`src/rtl/square_plotter.sv`:
```
// Rasterises one SIZE x SIZE square per start request into row-major pixel writes.
// The registered outputs always show the pixel slot that belongs to the current state.
module square_plotter #(
    parameter int SIZE     = 4,
    parameter int SCREEN_W = 160,
    parameter int SCREEN_H = 120
) (
    input  logic       clk,
    input  logic       reset,
    input  logic       start,
    input  logic [7:0] starting_x,
    input  logic [6:0] starting_y,
    input  logic [2:0] colour_in,
    output logic       busy,
    output logic       done,
    output logic [7:0] x,
    output logic [6:0] y,
    output logic [2:0] colour,
    output logic       writeEn
);

    localparam int CW = $clog2(SIZE);
    localparam logic [CW-1:0] LAST = CW'(SIZE - 1);

    typedef enum logic [1:0] {IDLE, DRAW, FINISH} state_t;

    state_t        state, state_nx;
    logic [CW-1:0] cx, cx_nx, cy, cy_nx;
    logic [7:0]    base_x, base_x_nx;
    logic [6:0]    base_y, base_y_nx;
    logic [2:0]    col_lat, col_lat_nx;
    logic [7:0]    x_nx;
    logic [6:0]    y_nx;
    logic [2:0]    colour_nx;
    logic          we_nx, busy_nx, done_nx;
    logic          load;
    logic [8:0]    sum_x;
    logic [7:0]    sum_y;

    always_ff @(posedge clk or posedge reset) begin
        if (reset) begin
            state   <= IDLE;
            cx      <= '0;
            cy      <= '0;
            base_x  <= '0;
            base_y  <= '0;
            col_lat <= '0;
            x       <= '0;
            y       <= '0;
            colour  <= '0;
            writeEn <= 1'b0;
            busy    <= 1'b0;
            done    <= 1'b0;
        end else begin
            state   <= state_nx;
            cx      <= cx_nx;
            cy      <= cy_nx;
            base_x  <= base_x_nx;
            base_y  <= base_y_nx;
            col_lat <= col_lat_nx;
            x       <= x_nx;
            y       <= y_nx;
            colour  <= colour_nx;
            writeEn <= we_nx;
            busy    <= busy_nx;
            done    <= done_nx;
        end
    end

    always_comb begin
        state_nx   = state;
        cx_nx      = cx;
        cy_nx      = cy;
        base_x_nx  = base_x;
        base_y_nx  = base_y;
        col_lat_nx = col_lat;
        x_nx       = x;
        y_nx       = y;
        colour_nx  = colour;
        we_nx      = 1'b0;
        busy_nx    = 1'b0;
        done_nx    = 1'b0;
        load       = 1'b0;
        sum_x      = '0;
        sum_y      = '0;

        case (state)
            IDLE: begin
                if (start) load = 1'b1;
            end
            DRAW: begin
                if (cx == LAST && cy == LAST) begin
                    state_nx = FINISH;
                    done_nx  = 1'b1;
                end else begin
                    if (cx == LAST) begin
                        cx_nx = '0;
                        cy_nx = cy + CW'(1);
                    end else begin
                        cx_nx = cx + CW'(1);
                    end
                    busy_nx = 1'b1;
                    // Sums are one bit wider so wrapped coordinates are never written.
                    sum_x     = {1'b0, base_x} + 9'(cx_nx);
                    sum_y     = {1'b0, base_y} + 8'(cy_nx);
                    x_nx      = sum_x[7:0];
                    y_nx      = sum_y[6:0];
                    colour_nx = col_lat;
                    we_nx     = (sum_x < 9'(SCREEN_W)) && (sum_y < 8'(SCREEN_H));
                end
            end
            FINISH: begin
                if (start) load = 1'b1;
                else       state_nx = IDLE;
            end
            default: state_nx = IDLE;
        endcase

        // Accepting a request presents slot (0,0) on the same edge.
        if (load) begin
            state_nx   = DRAW;
            base_x_nx  = starting_x;
            base_y_nx  = starting_y;
            col_lat_nx = colour_in;
            cx_nx      = '0;
            cy_nx      = '0;
            busy_nx    = 1'b1;
            x_nx       = starting_x;
            y_nx       = starting_y;
            colour_nx  = colour_in;
            we_nx      = (9'(starting_x) < 9'(SCREEN_W)) && (8'(starting_y) < 8'(SCREEN_H));
        end
    end

endmodule

```
`config.mk`:
```
export PLATFORM = sky130hd
export DESIGN_NAME = square_plotter
export DESIGN_NICKNAME = d
export VERILOG_FILES = /design/src/rtl/square_plotter.sv
export SDC_FILE = /design/constraint.sdc
export NUM_CORES = 1
export LEC_CHECK = 0
export CORE_ASPECT_RATIO = 1.1
export CORE_MARGIN = 5
export CORE_UTILIZATION = 35
export DETAILED_ROUTE_END_ITERATION = 16
export PLACE_DENSITY = 0.63
export REMOVE_ABC_BUFFERS = 1
export SLEW_MARGIN = 30
export SYNTH_ARGS = -nofsm -noshare
export SYNTH_HDL_FRONTEND = slang
export SYNTH_SLANG_ARGS = --single-unit
```
`constraint.sdc`:
```
create_clock -name clk -period 6.02 [get_ports clk]
set_input_delay 1.806 -clock clk [delete_from_list [all_inputs] [get_ports clk]]
set_output_delay 1.806 -clock clk [all_outputs]
set_load 0.02 [all_outputs]
```
---- Word level (Yosys, flattened, before mapping) ----
Cells that the tools add are included.
storage, ports and cells
  bits in latches ......................... 0
  ROM bits ................................ 0
  memories kept ........................... 0
  register bits after elaboration ......... 45
  memory bits (writable) .................. 0
  output and inout port bits .............. 21
operators by class
  eq/ne operators ......................... 8
  div/mod/pow operators ................... 0
  order comparisons ....................... 4
  $mul .................................... 0
  bitwise logic cells ..................... 0
  shifts and indexed selects .............. 0
  add/subtract/negate cells ............... 4
  mux-type cells .......................... 35
  reduce and logical (&&, ||, !) cells .... 8
operator list
  operator             number
  $mux 2               15
  $mux 8               3
  $mux 7               3
  $mux 1               10
  $add 8x2->9          1
  $lt 9x8->1 const B   1
  $mux 3               3
  $add 7x2->8          1
  $lt 8x7->1 const B   1
  $lt 8x8->1 const B   1
  $lt 7x7->1 const B   1
  $eq 2x2->1 const B   3
  $ne 3x3->1 const B   2
  $pmux 2 s3           1
  $add 2x1->2 const B  2
  $ne 2x2->1 const B   2
  $logic_and 1x1->1    3
  $reduce_and 3->1     1
  $eq 2x1->1 const B   1
  $logic_not 2->1      1
  $reduce_and 2->1     1
  $reduce_bool 2->1    1
  $reduce_or 2->1      1

---- Logic depth before layout (Yosys ltp) ----
  depth in word-level cells ............... 10
  gate-level depth with buffers ........... 10
  gate-level depth less buffers ........... 10

---- Worst setup path after synthesis ----
No wires, ideal clock.
  path kind ............................... input to register
  from .................................... input start
  to ...................................... register colour[0]
  path slack .............................. 3.429 ns
  stages on the path ...................... 4
  setup time .............................. 0.125 ns
  data arrival time ....................... 2.466 ns
  required time ........................... 5.895 ns
  cell sequence ........................... and2b_4 > nor2_8 > inv_4 > mux2_4
between the ends
  word-level cells in the longest chain between the ends .. 4
  elaborated cells on any way between the ends .. 6
ends and longest elaborated chain
  item                                                                     RTL line  source
  from (decl)                                                              10        input logic start,
  $mux 1 *                                                                 89, 113
  $mux 1 *                                                                 -
  $ne 2x2->1 (no source line) / $reduce_bool 2->1 (equally long branches)  -
  $reduce_and 2->1 (no source line)                                        -
  to (signal assigned)                                                     63        colour <= colour_nx;
  to (decl)                                                                18        output logic [2:0] colour,
Mark *: on every way between the ends. The rest lies on a longest branch, timed or not.
A chain may end at the register's enable or synchronous reset.

---- Worst setup path after layout ----
  from .................................... register y[3]
  to ...................................... output y[3]
RTL lines
  item                    RTL line  source
  from (decl)             17        output logic [6:0] y,
  from (signal assigned)  62        y <= y_nx;
No word-level cell between the ends.

==> results by group <==
Outcome
  – Status: finished, final reports clean

Die
  – Die W: between 80 and 90 µm
  – Row count: 30
  – Starting density of the core: 0.3577
  – Core ar.: between 6000 and 7000 µm²
  – I/O pin cnt: 42
  – Die area: 7935 µm²
  – Chip height: around 93 µm

Worst setup path
  – Worst setup path end: y[3]
  – Reg2Reg Depth: 10
  – CP Launch Point: y[3]
  – Top Family by Delay on Critical Path: buffers and inverters
  – Worst reg2reg endpoint: writeEn
  – Crit path depth: 1
  – Crit path arrival time: 1.32 ns
  – CP max FO: 2
  – Reg2reg start: cx[0]
  – Critical Path Sink Type: output port
  – Worst path bufs/invs: 1
  – R2R Setup Slk: around 3.5 ns
  – Crit-path slowest cell: clkdlybuf4s50_1
  – CP required: around 4.2 ns
  – Slowest cell delay on critical path: 0.62 ns
  – Worst-path cell chain: clkdlybuf4s50_1
  – Setup CP Type: register to output port
  – Startpoint Class: register

Cells and area
  – # nets final: between 200 and 300
  – Proportion of layout cells with a drive suffix above 1: 0.07955
  – Syn-to-layout area delta: 25.44%
  – Diode count: 0

Place
  – Routability Congestion: between 0.7 and 0.8
  – DPL Wire Length: ~3.3 mm
  – IO Port Bufs: 41

Synth
  – Post-synthesis async set-or-reset flop share: 1.000
  – Top cells by count, synth: nand2_1 (59), dfrtp_1 (45), o21ai_1 (14)
  – Mapped Cells: about 220
  – Cell taking the most area after synthesis: dfrtp_1
  – Synth top area cells: dfrtp_1 (51%), nand2_1 (10%), ha_1 (3.4%), o21ai_1 (3.2%), xnor2_1 (3.2%)
  – Share of the synthesized area in the top cell type: 0.5146
  – Sequential element share of the synthesized area: 0.5146
  – Yosys warns: 0
  – Synth Cell Area: roughly 2200 µm²
  – Synth Register Bits: 45
  – Post-synth EDFFs: 0
  – Netlist cell types: 40
  – Most common cell in the netlist: nand2_1
  – Syn_area_per_cell: 9.857 µm²
  – Prevailing post-synth register cell: dfrtp_1

Clock tree
  – CTS tree: done
  – Num CTS Buffers: 5
  – Hold Buf Count CTS: 0
  – CTS H-tree lvls: 2
  – Clk sinks: 45
  – Clock tree buffer depth: 2
  – Clk_lat worst skew: approximately 0.30 ns
  – Setup bufs post-CTS: 0
  – Cts repair resizes: 0
  – Root Buffer: clkbuf_8
  – Worst-path clk slew: around 0.10 ns

Route
  – Top layer in use: met4
  – Final ANT Viol Nets: 0
  – DRC Markers: 0
  – Vias per std cell: 4.814
  – DR WL met2: ~2.2 mm
  – Wl on met1: about 2.2 mm
  – DR WL met3: between 200 and 300 µm
  – Drt total wl: between 4 and 5 mm
  – TritonRoute pass-1 iters: 4
  – Initial drt markers: 53
  – Vias: 1656
  – Post-detailed-route wirelength per cell: 13.90 µm

STA
  – Worst slew pin tran: slightly below 0.8 ns
  – Setup_tns: 0 ns
  – Max Slew Vio Count: 0
  – Unrepaired setup endpoints after global routing: no
  – Tmin final: around 3.1 ns
  – Highest Clock Rate: between 300 and 400 MHz
  – Fin crit share: 0.5185
  – Rel. slew slack: 0.4724
  – Final-report hold violation count: 0
  – Final setup viols: 0
  – Setup Skew: about 0.01 ns

Pwr
  – Pwr dens: roughly 570 nW/µm²
  – VDD IR-drop max: approximately 0.00022 V
  – Tot Pwr: between 0.0015 and 0.002 W
  – Leakage dissipation: approximately 1.2 nW

Global routing
  – GRT Overall Usage: 0.1296
  – Largest net degree at the start of global routing: 46
  – GRT overflow: 0
  – First-pass GRT wire length: a little over 8 mm
  – Initial antenna violation count: 0
  – Vias in the first global route: between 1500 and 2000

Run
  – Max Cap Viol: 0

Hold path
  – Worst Hold Class: register to register
==> report_power, final <==
part | switching [W] | internal [W]
clock | 0.000109 | 0.0000825
combinational | 0.000438 | 0.000370
sequential | 0.000110 | 0.000450
total | 0.000657 | 0.000902
==> layer usage <==
layer	vias to the layer above	global-route usage
met4	0	0.03562
li1	822	-
met3	6	0.04004
met5	-	0
met2	43	0.2098
met1	785	0.1669
==> layout make-up <==
| type | count | area (µm²) |
|---|---|---|
| clock buffers | 5 | 68.82 |
| clock inverters | 3 | 22.52 |
| fillers | 580 | 3373 |
| inverters | 9 | 37.54 |
| multi-input cells | 161 | 979.7 |
| flip-flops and latches | 45 | 1126 |
| well taps | 80 | 100.1 |
| repair buffers | 41 | 410.4 |
==> kinds of logic (layout without fill, tap and decap cells) <==
family	count (synthesis)	in the layout	synth area share
xor gates and xnor gates	12	12	0.04803
and+or+nand+nor	94	94	0.1984
muxes	6	6	0.03430
buffers and inverters	16	58	0.03774
AOI/OAI and AO/OA	41	41	0.1144
DFF	45	45	0.5146
adders and majority gates	8	8	0.05260
==> worst min-delay path, stage by stage (launching register included) <==
cell,delay (ns)
dfrtp_1,0.33
nand2_1,0.05
nand2_1,0.07
==> layout by cell type, fill, tap and decap left out, drive strengths merged, types with 5 or more instances in the layout <==
cell           synthesis  final
nand2                 61     61
dfrtp                 45     45
clkdlybuf4s50          0     41
o21ai                 21     21
nor2                  14     14
xnor2                  8      8
a21oi                  8      8
inv                    9      8
ha                     6      6
clkbuf                 0      5
nand3                  5      5
==> metrics by stage <==
stage / setup slack, ns / cell area, µm² / std cells / hold WS [ns] / utilization
final: 2.899 / 2745 / 344 / 0.4832 / 0.4487
after global routing: 2.794 / 2745 / 344 / 0.5146 / 0.4487
after CTS: 2.878 / 2744 / 344 / 0.4809 / 0.4485
after detailed placement: 2.602 / 2653 / 336 / 0.4588 / 0.4335
after global placement: 2.641 / 2653 / 336 / 0.4560 / 0.4335
after floorplan: 3.155 / 2142 / 215 / 0.4409 / -
==> worst min-delay path by stage <==
stage	start	end	slack, ns	cells after the start
detailed placement	col_lat[0]	col_lat[0]	0.46	2
floorplan	col_lat[0]	col_lat[0]	0.44	2
finish	col_lat[2]	col_lat[2]	0.48	2
global placement	col_lat[1]	col_lat[1]	0.46	2
CTS	col_lat[0]	col_lat[0]	0.48	2
global route	base_x[0]	base_x[0]	0.51	2
==> state kept, by name, indices dropped and copies added, names as in the netlist <==
register and count:
cx 2, state 2, base_y 7, busy 1, done 1, x 8
writeEn 1, y 7, colour 3, cy 2, base_x 8, col_lat 3
Power figures use the tool's default switching activity.
